`config.mk`:
```
export PLATFORM = sky130hd
export DESIGN_NAME = cache_addr_encoder
export DESIGN_NICKNAME = d
export VERILOG_FILES = /design/src/rtl/cache_addr_encoder.sv
export SDC_FILE = /design/constraint.sdc
export NUM_CORES = 1
export LEC_CHECK = 0
export CELL_PAD_IN_SITES_DETAIL_PLACEMENT = 1
export CELL_PAD_IN_SITES_GLOBAL_PLACEMENT = 2
export CORE_AREA = 2 2 162 164
export CTS_CLUSTER_DIAMETER = 100
export CTS_CLUSTER_SIZE = 8
export DETAILED_ROUTE_END_ITERATION = 8
export DIE_AREA = 0 0 164 166
export PLACE_DENSITY_LB_ADDON = 0.1
export SETUP_SLACK_MARGIN = 0.1
export SLEW_MARGIN = 20
export SYNTH_ARGS = -nofsm -noshare
export SYNTH_HDL_FRONTEND = slang
export SYNTH_SLANG_ARGS = --single-unit
```
`constraint.sdc`:
```
create_clock -name clk -period 4.2 [get_ports clk]
set_input_delay 0.84 -clock clk [delete_from_list [all_inputs] [get_ports clk]]
set_output_delay 0.84 -clock clk [all_outputs]
set_load 0.02 [all_outputs]
```
`src/rtl/cache_addr_encoder.sv`:
```
// Cache address encoder: composes {tag, index, 2'b00} byte addresses for
// eviction writebacks and refill reads, buffers up to two writebacks in a
// small FIFO, and arbitrates both streams onto one memory request port.
// Writebacks always win over a pending refill.
module cache_addr_encoder #(
    parameter int INDEX_W = 5,
    localparam int TAG_W  = 30 - INDEX_W
) (
    input  logic               clk,
    input  logic               rst_n,
    // eviction writeback request
    input  logic               wb_valid,
    output logic               wb_ready,
    input  logic [TAG_W-1:0]   wb_tag,
    input  logic [INDEX_W-1:0] wb_index,
    input  logic [31:0]        wb_data,
    // refill (miss) request
    input  logic               rf_valid,
    output logic               rf_ready,
    input  logic [TAG_W-1:0]   rf_tag,
    input  logic [INDEX_W-1:0] rf_index,
    // memory request / response
    output logic               mem_valid,
    input  logic               mem_ready,
    output logic               mem_we,
    output logic [31:0]        mem_addr,
    output logic [31:0]        mem_wdata,
    input  logic               mem_rvalid,
    input  logic [31:0]        mem_rdata,
    // refill completion
    output logic               rf_done,
    output logic [31:0]        rf_data
);

    typedef enum logic [1:0] {IDLE, WB_REQ, RF_REQ, RF_WAIT} state_t;

    state_t      state_q, state_d;
    logic [1:0]  count_q, count_d;
    logic        wr_ptr_q, wr_ptr_d;
    logic        rd_ptr_q, rd_ptr_d;
    logic        rf_pending_q, rf_pending_d;
    logic [31:0] rf_addr_q, rf_addr_d;
    logic        rf_done_q, rf_done_d;
    logic [31:0] rf_data_q, rf_data_d;

    logic [31:0] entry_addr [2];
    logic [31:0] entry_data [2];
    logic [31:0] head_addr, head_data;
    logic [31:0] wb_addr_in, rf_addr_in;
    logic        wb_push, wb_pop, rf_accept, rd_resp;

    // Block offset is always zero: one word per line.
    assign wb_addr_in = {wb_tag, wb_index, 2'b00};
    assign rf_addr_in = {rf_tag, rf_index, 2'b00};

    assign wb_ready  = (count_q != 2'd2);
    assign rf_ready  = (state_q == IDLE) && !rf_pending_q;
    assign wb_push   = wb_valid && wb_ready;
    assign rf_accept = rf_valid && rf_ready;
    assign wb_pop    = (state_q == WB_REQ) && mem_ready;
    assign rd_resp   = (state_q == RF_WAIT) && mem_rvalid;

    assign head_addr = rd_ptr_q ? entry_addr[1] : entry_addr[0];
    assign head_data = rd_ptr_q ? entry_data[1] : entry_data[0];

    assign rf_done = rf_done_q;
    assign rf_data = rf_data_q;

    // Writeback FIFO storage: each slot loads only when the write pointer selects it.
    for (genvar gi = 0; gi < 2; gi++) begin : g_entry
        localparam logic SLOT = 1'(gi);
        logic [31:0] addr_q, addr_d;
        logic [31:0] data_q, data_d;

        // Next-value of this slot.
        always_comb begin
            addr_d = addr_q;
            data_d = data_q;
            if (wb_push && (wr_ptr_q == SLOT)) begin
                addr_d = wb_addr_in;
                data_d = wb_data;
            end
        end

        // Slot registers.
        always_ff @(posedge clk or negedge rst_n) begin
            if (!rst_n) begin
                addr_q <= '0;
                data_q <= '0;
            end else begin
                addr_q <= addr_d;
                data_q <= data_d;
            end
        end

        assign entry_addr[gi] = addr_q;
        assign entry_data[gi] = data_q;
    end

    // FIFO pointers and occupancy; simultaneous push and pop leave the count alone.
    always_comb begin
        wr_ptr_d = wb_push ? ~wr_ptr_q : wr_ptr_q;
        rd_ptr_d = wb_pop  ? ~rd_ptr_q : rd_ptr_q;
        count_d  = count_q;
        case ({wb_push, wb_pop})
            2'b10:   count_d = count_q + 2'd1;
            2'b01:   count_d = count_q - 2'd1;
            default: count_d = count_q;
        endcase
    end

    // Refill bookkeeping: latch the address on accept, capture data on response.
    always_comb begin
        rf_pending_d = rf_pending_q;
        rf_addr_d    = rf_addr_q;
        rf_done_d    = rd_resp;
        rf_data_d    = rf_data_q;
        if (rf_accept) begin
            rf_pending_d = 1'b1;
            rf_addr_d    = rf_addr_in;
        end
        if (rd_resp) begin
            rf_pending_d = 1'b0;
            rf_data_d    = mem_rdata;
        end
    end

    // Datapath and FIFO control registers.
    always_ff @(posedge clk or negedge rst_n) begin
        if (!rst_n) begin
            count_q      <= '0;
            wr_ptr_q     <= 1'b0;
            rd_ptr_q     <= 1'b0;
            rf_pending_q <= 1'b0;
            rf_addr_q    <= '0;
            rf_done_q    <= 1'b0;
            rf_data_q    <= '0;
        end else begin
            count_q      <= count_d;
            wr_ptr_q     <= wr_ptr_d;
            rd_ptr_q     <= rd_ptr_d;
            rf_pending_q <= rf_pending_d;
            rf_addr_q    <= rf_addr_d;
            rf_done_q    <= rf_done_d;
            rf_data_q    <= rf_data_d;
        end
    end

    // FSM state register.
    always_ff @(posedge clk or negedge rst_n) begin
        if (!rst_n) state_q <= IDLE;
        else        state_q <= state_d;
    end

    // FSM next state; a request arriving this cycle is seen so memory starts next cycle.
    always_comb begin
        state_d = state_q;
        case (state_q)
            IDLE: begin
                if ((count_q != 2'd0) || wb_push)   state_d = WB_REQ;
                else if (rf_pending_q || rf_accept) state_d = RF_REQ;
            end
            WB_REQ:  if (mem_ready)  state_d = IDLE;
            RF_REQ:  if (mem_ready)  state_d = RF_WAIT;
            RF_WAIT: if (mem_rvalid) state_d = IDLE;
            default: state_d = IDLE;
        endcase
    end

    // FSM outputs; request fields are zero whenever no request is presented.
    always_comb begin
        mem_valid = 1'b0;
        mem_we    = 1'b0;
        mem_addr  = '0;
        mem_wdata = '0;
        case (state_q)
            WB_REQ: begin
                mem_valid = 1'b1;
                mem_we    = 1'b1;
                mem_addr  = head_addr;
                mem_wdata = head_data;
            end
            RF_REQ: begin
                mem_valid = 1'b1;
                mem_addr  = rf_addr_q;
            end
            default: ;
        endcase
    end

endmodule

```
==> metrics.yaml, run 1 <==
final_cells: 1178
final_cell_mix: "227 x clkdlybuf4s50_1, 193 x dfrtp_1, 146 x mux2_2, 62 x nor2b_1, 60 x mux2_4"
grt_max_degree: 74
synth_area_um2: 9020
place_congestion: 0.705
cp-end-kind: "output pin"
ant_nets: 0
mostFrequentLayoutCell: "clkdlybuf4s50_1"
port_buffers: 228
p_leak_nw: 5.10
finalHoldViolCount: 0
worstPathRequired_ps: 3360
wl_mm: 23.2
ys_warn_count: 0
worstPathArrival_ps: 2830
cts-resized-gates: 0
viasPerCell: 4.83
slew_headroom_pct: 30.1
finalSetupTns_ps: 0
max_cap_violations: 0
path_clk_slew_ps: 80
fillers: 2579
htree_levels: 4
dp.cells: 1144
postCtsSetupBuffers: 0
power_density_nw_per_um2: 810
seq_area_frac_synth_pct: 53.8
antenna_found_initial: 1
dr.first_iter.drc_count: 237
ir_worst_vdd_mv: 0.364
area_growth_pct: 34.6
tightest_slew_ps: 1050
regArea_um2: 4860
yosys.area.top_type: "dfrtp_1"
status: "complete, no violations"
cts-root-buf: "clkbuf_16"
drcViolationCount: 0
clock_sinks: 194
rsz0062_at_grt: "false"
overflow: 0
ys_ff_latch: 194
tritoncts: "yes"
grt_pass1_wl_mm: 37.2
async_flop_share_pct: 100
cp_max_fo: 32
fin_nets: 963
avgRoutedWirePerCell_um: 19.7
worst_skew_pair.late_latency_ps: 440
synthFlopType: "dfrtp_1"
rr_worst_depth: 6
via_count: 5693
finalSetupViolCount: 0
syn_avg_cell_area_um2: 14.7
max_freq_ghz: 0.273
first_global_vias: 6617
firstDrtPassIters: 5
start_util_pct: 35.2
timing.hold.ws_ps: 407
finalClockSkew_ps: 13.1
clk_path_buf_depth: 2
io_pins: 231
cts_made_buffers: 17
die_h_um: 166
num_rows: 59
period_minus_slack_ps: 3670
die_x_um: 164
track_usage_pct: 17.7
multi_input_area_um2: 3860
synth-edff-count: 0
netlist_instances: 612
die_area_um2: 27200
crit_type: "flop to output pin"
drive_gt1_share_pct: 30.3
fp.coreArea_um2: 25600
min_path_type: "input port to async pin"
netlist.area_leader.share_pct: 53.8
critPathLaunchType: "flop"
netlist_top_cells_area: "dfrtp_1 54%, mux2_2 18%, mux2_4 10%"
finalCritPeriodShare_pct: 87.4
place.detailed.hpwl_mm: 15.7
cts_hold_buf: 0
slew_viol_final: 0
yosysUniqueCellTypes: 33
-- path summary, 6_finish.rpt --
path                            slack, ps                        startpoint                                end
worst max-delay path                  530            state_q[1]$_DFFE_PN0P_                       mem_addr[25]
worst min-delay path                  410                             rst_n  g_entry[1].data_q[16]$_DFFE_PN0P_
worst max register to register       2090            state_q[1]$_DFFE_PN0P_             count_q[1]$_DFFE_PN0P_
worst min register to register        500  g_entry[1].data_q[3]$_DFFE_PN0P_   g_entry[1].data_q[3]$_DFFE_PN0P_
max in group asynchronous            2850                             rst_n   g_entry[1].addr_q[2]$_DFFE_PN0P_
min in group clk                      500  g_entry[1].data_q[3]$_DFFE_PN0P_   g_entry[1].data_q[3]$_DFFE_PN0P_
-- layer usage --
layer,track usage (%),vias to the layer above,part of all wire [%]
met3,4.97,15,5.8
met2,29.7,154,50
li1,-,2591,-
met5,0,-,0
met1,22.3,2933,43
met4,4.65,0,0.89
-- synth_stat cells (all sizes together), types with 3 or more instances --
cell    number
a22oi       30
buf         29
clkbuf      13
dfrtp      194
ha           5
inv          4
mux2       216
mux2i       33
nand2        3
nor2         3
nor2b       62
xnor2        3
-- through the flow --
step           area [µm²]  total power, mW  util, %  worst slack (ps)
2_1_floorplan        9030             6.57        -              1620
3_3_place_gp        11600             8.13     45.1              1010
3_5_place_dp        11600             8.32     45.1               945
4_1_cts             12100             10.0     47.4               460
5_1_grt             12100             10.5     47.4               364
6_report            12100             9.84     47.4               531
-- power breakdown --
group,switching [mW],internal [mW],leakage [nW],total (mW)
sequential,0.654,2.83,2.29,3.49
clock,0.808,0.799,0.286,1.61
combinational,2.04,2.71,2.52,4.74
total,3.50,6.34,5.10,9.84
-- critical path, cell delays in order, from the launching register on --
cell and delay [ps]:
dfrtp_1 400, inv_1 90, ha_1 980, nor2b_1 290
clkdlybuf4s50_1 640
-- cell type report --
| cell class | count | area share, % |
|---|---|---|
| antenna | 2 | 0.0412 |
| clock inverter | 15 | 1.26 |
| inverter | 4 | 0.124 |
| clock buffer | 17 | 3.50 |
| tap | 335 | 3.45 |
| sequential | 194 | 40.0 |
| timing repair buffer | 238 | 19.8 |
| multi-input combinational | 373 | 31.8 |
-- cells by family after synthesis --
group	Yosys count	share of synthesized area [%]
compound gates	37	3.04
buf+inv	46	3.55
fa+ha+maj	5	0.693
xor+xnor	5	0.485
other cells	1	0.0416
mux	249	33.1
simple gates	75	5.27
flops	194	53.8
-- flip-flops by register name (all words and copies together) (netlist names) --
signal / flops
rf_pending_q: 1
rf_data: 32
state_q: 2
wr_ptr_q: 1
g_entry.addr_q: 60
rd_ptr_q: 1
count_q: 2
rf_done: 1
rf_addr_q: 30
g_entry.data_q: 64
Power figures use the tool's default switching activity.
==> run 2: changes to the inputs <==
--- a/config.mk
+++ b/config.mk
@@ -13,6 +13,7 @@
 export DETAILED_ROUTE_END_ITERATION = 8
 export DIE_AREA = 0 0 164 166
 export PLACE_DENSITY_LB_ADDON = 0.1
+export RECOVER_POWER = 50
 export SETUP_SLACK_MARGIN = 0.1
 export SLEW_MARGIN = 20
 export SYNTH_ARGS = -nofsm -noshare
==> run 2 against run 1 <==
Against the previous run:
- the flow now finishes with violations (capacitance limit, slew limit)
- clock power barely moved
- utilization decreased by 0.12 points
- setup slack lost 5.8 ps
- total power is essentially flat
- register-to-register slack got worse by 510 ps
- routed wire length hardly changed
- largest power group unchanged
==> metrics.yaml, run 2 (synthesis gave the netlist of run 1 again) <==
area_growth_pct: 34.3
ant_nets: 0
htree_levels: 4
slew_viol_final: 135
cts_made_buffers: 17
worstHoldStart: "g_entry[1].data_q[3]$_DFFE_PN0P_"
grt_max_degree: 74
cp_num_cells: 4
critPathTopFamily: "adder cells"
finalSetupViolCount: 0
finalHoldViolCount: 0
tightest_slew_ps: 2010
ir_worst_vdd_mv: 0.362
rr_worst_depth: 4
clock_sinks: 194
tritoncts: "yes"
cts_hold_buf: 0
dr.first_iter.drc_count: 234
startpoint: "state_q[1]$_DFFE_PN0P_"
wl_mm: 23.2
cp_max_fo: 32
period_minus_slack_ps: 3680
worst_path_max_delay_cell: "ha_1"
die_x_um: 164
reg2reg_to: "g_entry[1].data_q[25]$_DFFE_PN0P_"
worstPathRequired_ps: 3360
dp.cells: 1144
rsz0062_at_grt: "false"
clk_path_buf_depth: 2
max_freq_ghz: 0.272
crit_end: "mem_addr[25]"
final_core_util_pct: 47.3
min_path_type: "flop to flop"
cts-resized-gates: 0
total_power_mw: 9.83
place.detailed.hpwl_mm: 15.7
finalCritPeriodShare_pct: 87.5
io_pins: 231
finalSetupTns_ps: 0
antenna_found_initial: 2
overflow: 0
r2r_slack_ps: 1580
path_clk_slew_ps: 70
cp-end-kind: "output pin"
crit_type: "flop to output pin"
cts-root-buf: "clkbuf_16"
die_area_um2: 27200
via_count: 5703
path_buf_inv: 2
firstDrtPassIters: 4
crit-reg2reg-launch: "count_q[0]$_DFFE_PN0P_"
worstPathArrival_ps: 2840
layout_setup_ws_ps: 525
avgRoutedWirePerCell_um: 19.7
drcViolationCount: 0
cp_cell_sequence: "inv_1, ha_1, nor2b_1, clkdlybuf4s50_1"
fin_nets: 963
slew_headroom_pct: -34.0
critPathMaxStageDelay_ps: 990
power_density_nw_per_um2: 811
die_h_um: 166
fp.coreArea_um2: 25600
largest_reg_flops: 64
track_usage_pct: 17.7
worst_skew_pair.late_latency_ps: 440
num_rows: 59
place_ws_ps: 945
viasPerCell: 4.84
grt_pass1_wl_mm: 37.2
p_leak_nw: 5.08
final_cell_mix: "225 x clkdlybuf4s50_1, 193 x dfrtp_1, 146 x mux2_2, 62 x nor2b_1, 60 x mux2_4"
violations: "capacitance limit, slew limit"
start_util_pct: 35.2
drive_gt1_share_pct: 30.0
finalClockSkew_ps: 13.2
place_congestion: 0.705
largest_register: "g_entry.data_q"
mostFrequentLayoutCell: "clkdlybuf4s50_1"
status: "complete, but fails checks"
critPathLaunchType: "flop"
port_buffers: 228
final_cells: 1178
postCtsSetupBuffers: 0
max_cap_violations: 3
first_global_vias: 6617
## run 2: cell types whose count changed in the layout (fill, tap and decap cells not counted), sizes merged
cell,before,now
buf,10,7
clkbuf,18,21
clkdlybuf4s50,227,225
dlygate4sd3,0,2
## run 2: worst min-delay path by stage
| stage | cells past startpoint | slack (ps) | end |
|---|---|---|---|
| after floorplan | 1 | 460 | g_entry[1].addr_q[12]$_DFFE_PN0P_ |
| after global placement | 1 | 470 | g_entry[1].addr_q[12]$_DFFE_PN0P_ |
| after detailed placement | 1 | 480 | g_entry[1].data_q[3]$_DFFE_PN0P_ |
| after CTS | 1 | 440 | g_entry[1].data_q[9]$_DFFE_PN0P_ |
| after global routing | 1 | 520 | g_entry[1].addr_q[21]$_DFFE_PN0P_ |
| final | 1 | 500 | g_entry[1].data_q[3]$_DFFE_PN0P_ |
## run 2: stage by stage
stage | cell area (µm²) | hold slack, ps
after floorplan | 9030 | 459
after global placement | 11600 | 472
after detailed placement | 11600 | 481
after CTS | 12100 | 438
after global routing | 12100 | 521
final | 12100 | 496
## run 2: worst reg2reg max path, delay by kind of cell (launching register included)
kind                   cells  cell delay [ps]
buffers and inverters      1              690
DFF                        1              440
muxes                      1              480
and+or+nand+nor            2              920
## run 2: area by class of cell
cell class / instances / area, µm²
fillers: 2582 / 13500
clock buffers: 17 / 425
inverters: 4 / 15.0
multi-input cells: 373 / 3850
repair buffers: 238 / 2390
flip-flops and latches: 194 / 4860
clock inverters: 15 / 153
diodes: 2 / 5.00
well taps: 335 / 419
## run 2: metal layers
| metal | vias up | GRT usage, % | share of wire [%] | wire length, µm |
|---|---|---|---|---|
| met5 | - | 0 | 0.056 | 13 |
| met4 | 2 | 4.65 | 0.91 | 210 |
| met3 | 17 | 4.97 | 5.7 | 1320 |
| met2 | 154 | 29.7 | 50 | 11500 |
| met1 | 2938 | 22.3 | 43 | 10100 |
| li1 | 2592 | - | - | - |
## run 2: power breakdown
part	internal, mW	leakage, nW	switching, mW	total [mW]
logic	2.71	2.51	2.03	4.74
clock network	0.799	0.286	0.808	1.61
registers	2.83	2.29	0.652	3.48
==> run 3: changes to the inputs <==
--- a/config.mk
+++ b/config.mk
@@ -7,11 +7,12 @@
 export LEC_CHECK = 0
 export CELL_PAD_IN_SITES_DETAIL_PLACEMENT = 1
 export CELL_PAD_IN_SITES_GLOBAL_PLACEMENT = 2
-export CORE_AREA = 2 2 162 164
+export CORE_AREA = 2 2 160 162
+export CTS_BUF_LIST = sky130_fd_sc_hd__clkbuf_4
 export CTS_CLUSTER_DIAMETER = 100
 export CTS_CLUSTER_SIZE = 8
 export DETAILED_ROUTE_END_ITERATION = 8
-export DIE_AREA = 0 0 164 166
+export DIE_AREA = 0 0 162 164
 export PLACE_DENSITY_LB_ADDON = 0.1
 export RECOVER_POWER = 50
 export SETUP_SLACK_MARGIN = 0.1
==> constraint.sdc (replaced) <==
create_clock -name clk -period 4.2 [get_ports clk]
set_input_delay 0.84 -clock clk [delete_from_list [all_inputs] [get_ports clk]]
set_output_delay 0.84 -clock clk [all_outputs]
set_load 0.1 [all_outputs]
==> run 3 against run 2 <==
Against the previous run:
- the run still ends with capacitance limit, slew limit left
- cell count barely moved
- sequential cell count unchanged
- setup slack better by 230 ps
- clock skew grew 14 ps
- critical path type unchanged
- global-route usage increased by 0.089 points
- sequential share of layout area rose by 1.5 points
- non-clock buffer count is 3 higher
==> metrics.yaml, run 3 (synthesis gave the netlist of run 1 again) <==
via_count: 5700
status: "complete, but fails checks"
max_freq_ghz: 0.290
worst_skew_pair.late_latency_ps: 570
largest_reg_flops: 64
start_util_pct: 36.4
cts_made_buffers: 17
stdcell_area_um2: 11700
track_usage_pct: 17.8
die_h_um: 164
final_cell_mix: "193 x dfrtp_1, 160 x clkdlybuf4s50_1, 146 x mux2_2, 73 x buf_4, 48 x mux2_4"
clock_sinks: 194
finalSetupViolCount: 0
critPathLaunchType: "flop"
first_global_vias: 6678
timing.hold.ws_ps: 506
io_pins: 231
cp-end-kind: "output pin"
fp.coreArea_um2: 24800
cts_hold_buf: 0
largest_register: "g_entry.data_q"
wl_mm: 22.8
grt_max_degree: 96
finalHoldViolCount: 0
area_growth_pct: 29.3
drive_gt1_share_pct: 39.8
clk_path_buf_depth: 2
num_rows: 58
tightest_slew_ps: 2450
dr.first_iter.drc_count: 112
cts-root-buf: "clkbuf_4"
finalSetupTns_ps: 0
place.detailed.hpwl_mm: 15.8
overflow: 0
worstPathArrival_ps: 2610
finalCritPeriodShare_pct: 82.1
htree_levels: 4
die_x_um: 162
grt_pass1_wl_mm: 36.7
dpl_cell_area_um2: 11500
ant_nets: 0
slew_headroom_pct: -63.0
avgRoutedWirePerCell_um: 19.4
violations: "capacitance limit, slew limit"
worstPathRequired_ps: 3360
finalClockSkew_ps: 26.9
final_cells: 1177
drcViolationCount: 0
crit_type: "flop to output pin"
cts-resized-gates: 0
dp.cells: 1142
slew_viol_final: 129
max_cap_violations: 2
firstDrtPassIters: 4
die_area_um2: 26600
period_minus_slack_ps: 3450
fillers: 2532
place_congestion: 0.723
rsz0062_at_grt: "false"
mostFrequentLayoutCell: "dfrtp_1"
postCtsSetupBuffers: 0
port_buffers: 228
tritoncts: "yes"
path_clk_slew_ps: 160
fin_nets: 966
min_path_type: "flop to flop"
viasPerCell: 4.84
cp_max_fo: 31
antenna_found_initial: 3
## run 3: changes by cell type in the layout (fill, tap and decap cells not counted), moves of 4 or more
cell             change
buf_4               +70
clkbuf_16           -17
clkbuf_4            +19
clkdlybuf4s50_1     -65
clkinv_4             +4
mux2_1              +12
mux2_4              -12
nor2b_1             -30
nor2b_2             +30
## run 3: final timing paths
| path | from | end | slack [ps] | depth (start not counted) |
|---|---|---|---|---|
| worst max-delay path | state_q[1]$_DFFE_PN0P_ | mem_addr[22] | 750 | 4 |
| worst min-delay path | g_entry[0].data_q[13]$_DFFE_PN0P_ | g_entry[0].data_q[13]$_DFFE_PN0P_ | 510 | 1 |
| worst max register to register | state_q[1]$_DFFE_PN0P_ | rf_data[28]$_DFFE_PN0P_ | 1680 | 4 |
| worst min register to register | g_entry[0].data_q[13]$_DFFE_PN0P_ | g_entry[0].data_q[13]$_DFFE_PN0P_ | 510 | 1 |
| max in group asynchronous | rst_n | g_entry[1].addr_q[30]$_DFFE_PN0P_ | 980 | 2 |
| min in group asynchronous | rst_n | g_entry[0].data_q[31]$_DFFE_PN0P_ | 980 | 1 |
## run 3: stage by stage
| step | setup WS [ps] | util (%) |
|---|---|---|
| floorplan | 178 | - |
| global placement | 1360 | 46.2 |
| detailed placement | 1290 | 46.2 |
| CTS | 625 | 47.3 |
| global route | 368 | 47.0 |
| finish | 751 | 47.0 |
## run 3: layer usage
layer  up-vias  wire length [µm]  track usage, %
met4         2               169            3.74
met3        11              1580            5.45
met2       148             11300            30.8
met5         -                13               0
li1       2593                 -               -
met1      2946              9770            21.9
## run 3: critical path, stage by stage (launching register included)
cell	delay (ps)
dfrtp_1	440
inv_1	90
ha_1	910
nor2b_2	310
buf_4	300
## run 3: area by class of cell
cell class | count | area [µm²] | area share, %
diodes | 3 | 7.51 | 0.0643
clock buffers | 19 | 143 | 1.22
clock inverters | 13 | 118 | 1.01
inverters | 4 | 15.0 | 0.129
multi-input cells | 373 | 3890 | 33.3
flip-flops and latches | 194 | 4860 | 41.6
well taps | 330 | 413 | 3.54
repair buffers | 241 | 2230 | 19.1
Power of run 3 is left out: the tool's default activity adds up to more than one toggle a clock period on the data nets, which glitch-free logic cannot reach.
